## src/rtl/pdp8_console_rx_if.sv

```systemverilog
// Consumer-side bundle of the console receiver: character FIFO head, pop handshake and status.
// Latency: none, wires only.
// Backpressure: rx_ready from the consumer pops the FIFO head when rx_valid is high.
interface pdp8_console_rx_if;
   logic [7:0]  rx_data;
   logic        rx_valid;
   logic        rx_ready;
   logic        framing_err;
   logic        overrun;
   logic        err_clr;
   logic [15:0] char_count;

   // Receiver side drives the character stream and status.
   modport master (
      output rx_data,
      output rx_valid,
      output framing_err,
      output overrun,
      output char_count,
      input  rx_ready,
      input  err_clr
   );

   // Consumer side pops characters and clears the sticky errors.
   modport slave (
      input  rx_data,
      input  rx_valid,
      input  framing_err,
      input  overrun,
      input  char_count,
      output rx_ready,
      output err_clr
   );
endinterface

```

## src/rtl/pdp8_console_rx.sv

```systemverilog
// 8N1 serial receiver for the PDP-8 console line, queueing characters in a small FIFO.
// Latency: 2 clk synchronizer, mid-bit sampling, character visible 1 clk after the stop sample.
// Backpressure: none on the serial line; a full FIFO drops the character and sets overrun.
// Optional build macro PDP8_CONSOLE_RX_STRIP8_EN clears bit 7 (ASR-33 mark parity) before queueing.
module pdp8_console_rx #(
   parameter int BIT_CLKS   = 5208,
   parameter int FIFO_DEPTH = 4
) (
   input  logic                   clk,
   input  logic                   reset,
   input  logic                   rxd,
   pdp8_console_rx_if.master      rx_if
);

   localparam int TW = $clog2(BIT_CLKS);
   localparam int AW = $clog2(FIFO_DEPTH);

   localparam logic [TW-1:0] HALF_LOAD = TW'(BIT_CLKS / 2 - 1);
   localparam logic [TW-1:0] FULL_LOAD = TW'(BIT_CLKS - 1);

   localparam logic [2:0] ST_IDLE  = 3'd0;
   localparam logic [2:0] ST_START = 3'd1;
   localparam logic [2:0] ST_DATA  = 3'd2;
   localparam logic [2:0] ST_STOP  = 3'd3;
   localparam logic [2:0] ST_BREAK = 3'd4;  // framing error seen, wait for the line to go high

   // ---------------------------------------------------------------
   // Line synchronizer and edge history
   // ---------------------------------------------------------------
   logic sync1_q;
   logic sync2_q;
   logic prev_q;

   // Two-flop synchronizer preset to idle-high, plus one more flop for falling-edge detection.
   always_ff @(posedge clk) begin
      if (reset) begin
         sync1_q <= 1'b1;
         sync2_q <= 1'b1;
         prev_q  <= 1'b1;
      end else begin
         sync1_q <= rxd;
         sync2_q <= sync1_q;
         prev_q  <= sync2_q;
      end
   end

   // ---------------------------------------------------------------
   // Frame FSM
   // ---------------------------------------------------------------
   logic [2:0]    state_q, state_d;
   logic [TW-1:0] timer_q, timer_d;
   logic [2:0]    bit_idx_q, bit_idx_d;
   logic [7:0]    shift_q, shift_d;
   logic          wr_req;
   logic          ferr_evt;
   logic          timer_zero;

   assign timer_zero = (timer_q == '0);

   // Bit timing and sampling: every phase waits for its timer to hit zero, then samples the line.
   always_comb begin
      state_d   = state_q;
      timer_d   = timer_q;
      bit_idx_d = bit_idx_q;
      shift_d   = shift_q;
      wr_req    = 1'b0;
      ferr_evt  = 1'b0;
      case (state_q)
         ST_IDLE: begin
            if (prev_q && !sync2_q) begin
               timer_d = HALF_LOAD;
               state_d = ST_START;
            end
         end
         ST_START: begin
            if (timer_zero) begin
               if (sync2_q) begin
                  // Start bit did not survive to mid-bit: treat as a glitch.
                  state_d = ST_IDLE;
               end else begin
                  timer_d   = FULL_LOAD;
                  bit_idx_d = 3'd0;
                  state_d   = ST_DATA;
               end
            end else begin
               timer_d = timer_q - 1'b1;
            end
         end
         ST_DATA: begin
            if (timer_zero) begin
               shift_d = {sync2_q, shift_q[7:1]};
               timer_d = FULL_LOAD;
               if (bit_idx_q == 3'd7) begin
                  state_d = ST_STOP;
               end else begin
                  bit_idx_d = bit_idx_q + 3'd1;
               end
            end else begin
               timer_d = timer_q - 1'b1;
            end
         end
         ST_STOP: begin
            if (timer_zero) begin
               if (sync2_q) begin
                  wr_req  = 1'b1;
                  state_d = ST_IDLE;
               end else begin
                  ferr_evt = 1'b1;
                  state_d  = ST_BREAK;
               end
            end else begin
               timer_d = timer_q - 1'b1;
            end
         end
         ST_BREAK: begin
            // A held-low line (break) must not look like a fresh start bit.
            if (sync2_q) begin
               state_d = ST_IDLE;
            end
         end
         default: begin
            state_d = ST_IDLE;
         end
      endcase
   end

   // FSM state registers; reset abandons any frame in flight.
   always_ff @(posedge clk) begin
      if (reset) begin
         state_q   <= ST_IDLE;
         timer_q   <= '0;
         bit_idx_q <= 3'd0;
         shift_q   <= 8'h00;
      end else begin
         state_q   <= state_d;
         timer_q   <= timer_d;
         bit_idx_q <= bit_idx_d;
         shift_q   <= shift_d;
      end
   end

   // ---------------------------------------------------------------
   // Character FIFO
   // ---------------------------------------------------------------
   logic [7:0]  wr_char;
   logic [7:0]  mem_q [FIFO_DEPTH];
   logic [AW:0] wr_ptr_q, wr_ptr_d;
   logic [AW:0] rd_ptr_q, rd_ptr_d;
   logic        fifo_empty;
   logic        fifo_full;
   logic        pop;
   logic        wr_ok;
   logic        ovr_evt;

`ifdef PDP8_CONSOLE_RX_STRIP8_EN
   assign wr_char = {1'b0, shift_q[6:0]};
`else
   assign wr_char = shift_q;
`endif

   assign fifo_empty = (wr_ptr_q == rd_ptr_q);
   assign fifo_full  = (wr_ptr_q[AW] != rd_ptr_q[AW]) &&
                       (wr_ptr_q[AW-1:0] == rd_ptr_q[AW-1:0]);

   // Pointer and counter next-state; a same-clk pop frees the slot a full-FIFO write needs.
   always_comb begin
      pop      = !fifo_empty && rx_if.rx_ready;
      wr_ok    = wr_req && (!fifo_full || pop);
      ovr_evt  = wr_req && fifo_full && !pop;
      rd_ptr_d = rd_ptr_q + (AW+1)'(pop);
      wr_ptr_d = wr_ptr_q + (AW+1)'(wr_ok);
   end

   // FIFO storage and pointers; storage is cleared so rx_data reads zero out of reset.
   always_ff @(posedge clk) begin
      if (reset) begin
         for (int i = 0; i < FIFO_DEPTH; i++) begin
            mem_q[i] <= 8'h00;
         end
         wr_ptr_q <= '0;
         rd_ptr_q <= '0;
      end else begin
         if (wr_ok) begin
            mem_q[wr_ptr_q[AW-1:0]] <= wr_char;
         end
         wr_ptr_q <= wr_ptr_d;
         rd_ptr_q <= rd_ptr_d;
      end
   end

   // ---------------------------------------------------------------
   // Status: sticky errors and accepted-character count
   // ---------------------------------------------------------------
   logic        framing_q, framing_d;
   logic        overrun_q, overrun_d;
   logic [15:0] char_cnt_q, char_cnt_d;

   // A new error event overrides a simultaneous clear.
   always_comb begin
      framing_d  = ferr_evt ? 1'b1 : (rx_if.err_clr ? 1'b0 : framing_q);
      overrun_d  = ovr_evt  ? 1'b1 : (rx_if.err_clr ? 1'b0 : overrun_q);
      char_cnt_d = char_cnt_q + 16'(wr_ok);
   end

   // Status registers.
   always_ff @(posedge clk) begin
      if (reset) begin
         framing_q  <= 1'b0;
         overrun_q  <= 1'b0;
         char_cnt_q <= 16'h0000;
      end else begin
         framing_q  <= framing_d;
         overrun_q  <= overrun_d;
         char_cnt_q <= char_cnt_d;
      end
   end

   assign rx_if.rx_data     = mem_q[rd_ptr_q[AW-1:0]];
   assign rx_if.rx_valid    = !fifo_empty;
   assign rx_if.framing_err = framing_q;
   assign rx_if.overrun     = overrun_q;
   assign rx_if.char_count  = char_cnt_q;

endmodule
```

## src/flat_wrapper.sv

```systemverilog
// flat-port wrapper written by rule: the top's interface ports become plain ports
module pdp8_console_rx_flat 
#(
   parameter int BIT_CLKS   = 5208,
   parameter int FIFO_DEPTH = 4
)
  (clk, reset, rxd, rx_if_rx_data, rx_if_rx_valid, rx_if_framing_err, rx_if_overrun, rx_if_char_count, rx_if_rx_ready, rx_if_err_clr);
  pdp8_console_rx_if rx_if_i ();
  input  logic clk;
  input  logic reset;
  input  logic rxd;
  output wire logic [$bits(rx_if_i.rx_data)-1:0] rx_if_rx_data;
  output wire logic [$bits(rx_if_i.rx_valid)-1:0] rx_if_rx_valid;
  output wire logic [$bits(rx_if_i.framing_err)-1:0] rx_if_framing_err;
  output wire logic [$bits(rx_if_i.overrun)-1:0] rx_if_overrun;
  output wire logic [$bits(rx_if_i.char_count)-1:0] rx_if_char_count;
  input wire logic [$bits(rx_if_i.rx_ready)-1:0] rx_if_rx_ready;
  input wire logic [$bits(rx_if_i.err_clr)-1:0] rx_if_err_clr;
  assign rx_if_rx_data = rx_if_i.rx_data;
  assign rx_if_rx_valid = rx_if_i.rx_valid;
  assign rx_if_framing_err = rx_if_i.framing_err;
  assign rx_if_overrun = rx_if_i.overrun;
  assign rx_if_char_count = rx_if_i.char_count;
  assign rx_if_i.rx_ready = rx_if_rx_ready;
  assign rx_if_i.err_clr = rx_if_err_clr;
  pdp8_console_rx #(.BIT_CLKS(BIT_CLKS), .FIFO_DEPTH(FIFO_DEPTH)) u_core (.clk(clk), .reset(reset), .rxd(rxd), .rx_if(rx_if_i));
endmodule
```

## config.mk

```make
export PLATFORM = sky130hd
export DESIGN_NAME = pdp8_console_rx_flat
export DESIGN_NICKNAME = d
export VERILOG_FILES = /design/src/rtl/pdp8_console_rx_if.sv /design/src/rtl/pdp8_console_rx.sv /design/src/flat_wrapper.sv
export SDC_FILE = /design/constraint.sdc
export NUM_CORES = 1
export LEC_CHECK = 0
export CORE_UTILIZATION = 30
export DETAILED_ROUTE_END_ITERATION = 8
export PLACE_DENSITY = 0.46
export RECOVER_POWER = 100
export SLEW_MARGIN = 20
export SYNTH_ARGS = -nofsm -noshare
export SYNTH_HDL_FRONTEND = slang
export SYNTH_SLANG_ARGS = --single-unit
```

## constraint.sdc

```tcl
create_clock -name clk -period 6.2 [get_ports clk]
set_clock_uncertainty 0.1 [all_clocks]
set_input_delay 0.62 -clock clk [delete_from_list [all_inputs] [get_ports clk]]
set_output_delay 0.62 -clock clk [all_outputs]
set_load 0.005 [all_outputs]
```

==> flow_metrics.py <==
metrics = {
    "timing": {
        "min_period_ps": 4270,
        "fmax_mhz": 234,
        "fin_crit_sh_pct": 68.8,
        "slew_headroom_pct": -75.8,
        "hold_viol": 0,
        "finalSetupViolCount": 0,
        "tns_ps": 0,
        "max_slew.worst_pin.slew_ps": 2640,
        "rsz0062_at_grt": "false",
        "worst_slack_ps": 1930,
        "slew_viol_final": 86,
    },
    "clock_tree": {
        "cts_max_path_buffers": 2,
        "cts.sinks": 86,
        "cts_buffers": 9,
        "cts_tree": "yes",
        "cts-root-buf": "clkbuf_16",
        "htree_levels": 3,
        "postCtsSetupBuffers": 0,
        "worstSkewPairLatency_ps": 340,
        "path_clk_slew_ps": 60,
        "post_cts_resized": 0,
        "holdBufCountCts": 0,
    },
    "route": {
        "route.met2.wl_um": 3920,
        "dr.max_layer_used": "met4",
        "wl_um": 8760,
        "avgRoutedWirePerCell_um": 15.3,
        "met3_wirelength_um": 310,
        "wl_met1_um": 4330,
        "drt-initial-drc-count": 92,
        "routed_via_density": 4.83,
        "first_pass_iters": 4,
        "vias": 2762,
        "drc": 0,
        "drtAntennaViolNets": 0,
    },
    "synth": {
        "yosys_warnings": 0,
        "synth_adder_area_share_pct": 2.84,
        "synth_compound_area_share_pct": 10.0,
        "synth-simple-area-share_pct": 21.8,
        "yosys-top-cells-count": "54 x dfxtp_1, 33 x nor2_1, 32 x edfxtp_1",
        "syn_area_um2": 3960,
        "syn_inst": 369,
        "synth_nets": 383,
        "synth_top_family_by_area": "simple AND/OR/NAND/NOR gates",
        "ys_seq_area_share_pct": 51.6,
        "synth_ff_type": "dfxtp_1",
        "yosysTopAreaCellShare_pct": 27.3,
        "syn_area_per_cell_um2": 10.7,
        "synth_cell_types": 56,
        "synth_top_area_cell": "dfxtp_1",
        "synthTopCellsByArea": "dfxtp_1 27%, edfxtp_1 24%, mux4_2 4.5%",
        "ys_seq_elements": 86,
        "synth_edf_count": 32,
        "synth_most_common_cell": "dfxtp_1",
        "muxShareOfSynthArea_pct": 6.86,
        "synthXorXnorAreaFrac_pct": 3.98,
        "synth_async_sr_flop_share_pct": 0,
    },
    "outcome": {
        "outcome": "complete, but fails checks",
        "violations": "max-capacitance violations, max-slew violations",
    },
    "die": {
        "die_h_um": 117,
        "start_util_pct": 31.1,
        "fp.dieW_um": 117,
        "core_area_um2": 12700,
        "io_pins": 32,
        "die-area_um2": 13700,
        "num_rows": 41,
    },
    "finish": {
        "drive_above_1_share_pct": 8.75,
        "antennaDiodeCount": 0,
        "final_nets": 409,
        "stdcell_area_um2": 4710,
        "area_growth_pct": 19.0,
        "instances_no_fill": 572,
    },
    "setup_path": {
        "worst-setup-path-type": "in2reg",
        "endpoint_kind": "flop",
        "cp-start-kind": "input pin",
        "r2r_setup_slack_ps": 2400,
        "ff2ff_path_depth": 12,
        "critPathLaunch": "reset",
        "cp.required_ps": 6040,
        "regToRegStartpoint": "u_core.timer_q[0]",
        "cp_max_fo": 58,
        "rr_endpoint": "u_core.rx_if.char_count[15]",
        "cp.arrival_ps": 4110,
    },
    "power_and_ir_drop": {
        "irDropWorstVdd_uv": 182,
        "powerDensity_nw_per_um2": 355,
        "leakage_nw": 1.81,
    },
    "global_route": {
        "grt_overflow": 0,
        "grt_pass1_wl_um": 14600,
        "grt_antenna_before_repair": 0,
        "grt_pass1_vias": 2758,
        "grt_use_total_pct": 14.4,
        "grt_max_degree": 59,
    },
    "job": {
        "maxCapViolations": 4,
    },
    "placed_design": {
        "dp.cells": 556,
        "placed_area_um2": 4420,
        "dp_hpwl_um": 5710,
        "preCtsSetupSlack_ps": 2840,
        "gp_congestion": 0.755,
        "port-buffer-count": 31,
    },
    "worst_hold_path": {
        "min-delay-start": "u_core.sync1_q",
        "min_to": "u_core.sync2_q",
        "hold_depth": 1,
        "hold_path_class": "reg2reg",
    },
}
layout by cell type, fill, tap and decap left out, drive strengths merged, types with 7 or more instances in the layout:
cell type / n
and2: 28
nor3: 8
mux2i: 8
and3: 10
xor2: 11
nor2b: 8
dfxtp: 54
edfxtp: 32
ha: 9
dlygate4sd3: 27
o21ai: 19
xnor2: 7
clkbuf: 11
nor2: 33
inv: 12
nand2: 13
a21oi: 20
nand3: 9
mux4: 8
how the worst max path moves through the flow:
stage | end | slack, ps | cells after the start
after floorplan | u_core.rx_if.char_count[15] | 3270 | 13
after global placement | u_core.rx_if.char_count[15] | 2970 | 12
after detailed placement | u_core.rx_if.char_count[15] | 2840 | 12
after CTS | u_core.rx_if.char_count[15] | 2780 | 12
after global routing | u_core.mem_q[1][1] | 1430 | 4
final | u_core.mem_q[1][1] | 1930 | 4
layer usage:
| metal | global-route usage [%] | vias to the layer above |
|---|---|---|
| met4 | 7.68 | 0 |
| li1 | - | 1392 |
| met2 | 21.9 | 47 |
| met1 | 19.4 | 1309 |
| met5 | 0 | - |
| met3 | 2.94 | 14 |
sequential cells by signal (all words and copies together) (netlist names):
signal,count
u_core.bit_idx_q,3
u_core.mem_q,32
u_core.prev_q,1
u_core.rd_ptr_q,3
u_core.rx_if.char_count,16
u_core.rx_if.framing_err,1
u_core.rx_if.overrun,1
u_core.shift_q,8
u_core.state_q,3
u_core.sync1_q,1
u_core.sync2_q,1
u_core.timer_q,13
u_core.wr_ptr_q,3
metrics by stage:
| stage | hold WS [ps] | power, mW | utilization (%) |
|---|---|---|---|
| after floorplan | 289 | 0.996 | - |
| after global placement | 304 | 1.10 | 34.8 |
| after detailed placement | 300 | 1.10 | 34.8 |
| after CTS | 314 | 1.69 | 37.3 |
| after global routing | 334 | 1.77 | 37.0 |
| final | 310 | 1.67 | 37.0 |
layout make-up:
cell class	instances	area [um2]
fillers	1323	8010
flip-flops and latches	86	2040
multi-input cells	255	1780
repair buffers	32	309
clock buffers	10	229
well taps	172	215
clock inverters	6	93.8
inverters	11	41.3
power breakdown:
group / switching, mW / leakage (nW) / internal, mW
Sequential: 0.0453 / 0.768 / 0.627
Clock: 0.230 / 0.153 / 0.356
Combinational: 0.262 / 0.886 / 0.155
Total: 0.536 / 1.81 / 1.14
critical path, stage by stage:
cell      delay (ps)
buf_2             70
clkbuf_1        1860
inv_1            820
o31ai_1          710
kinds of logic after synthesis:
kind of cell    count (synthesis)
buf+inv                        28
mux                            17
compound gates                 64
xor+xnor                       18
fa+ha+maj                       9
flops                          86
simple gates                  147
No activity file was read; power rests on OpenSTA's default activity.
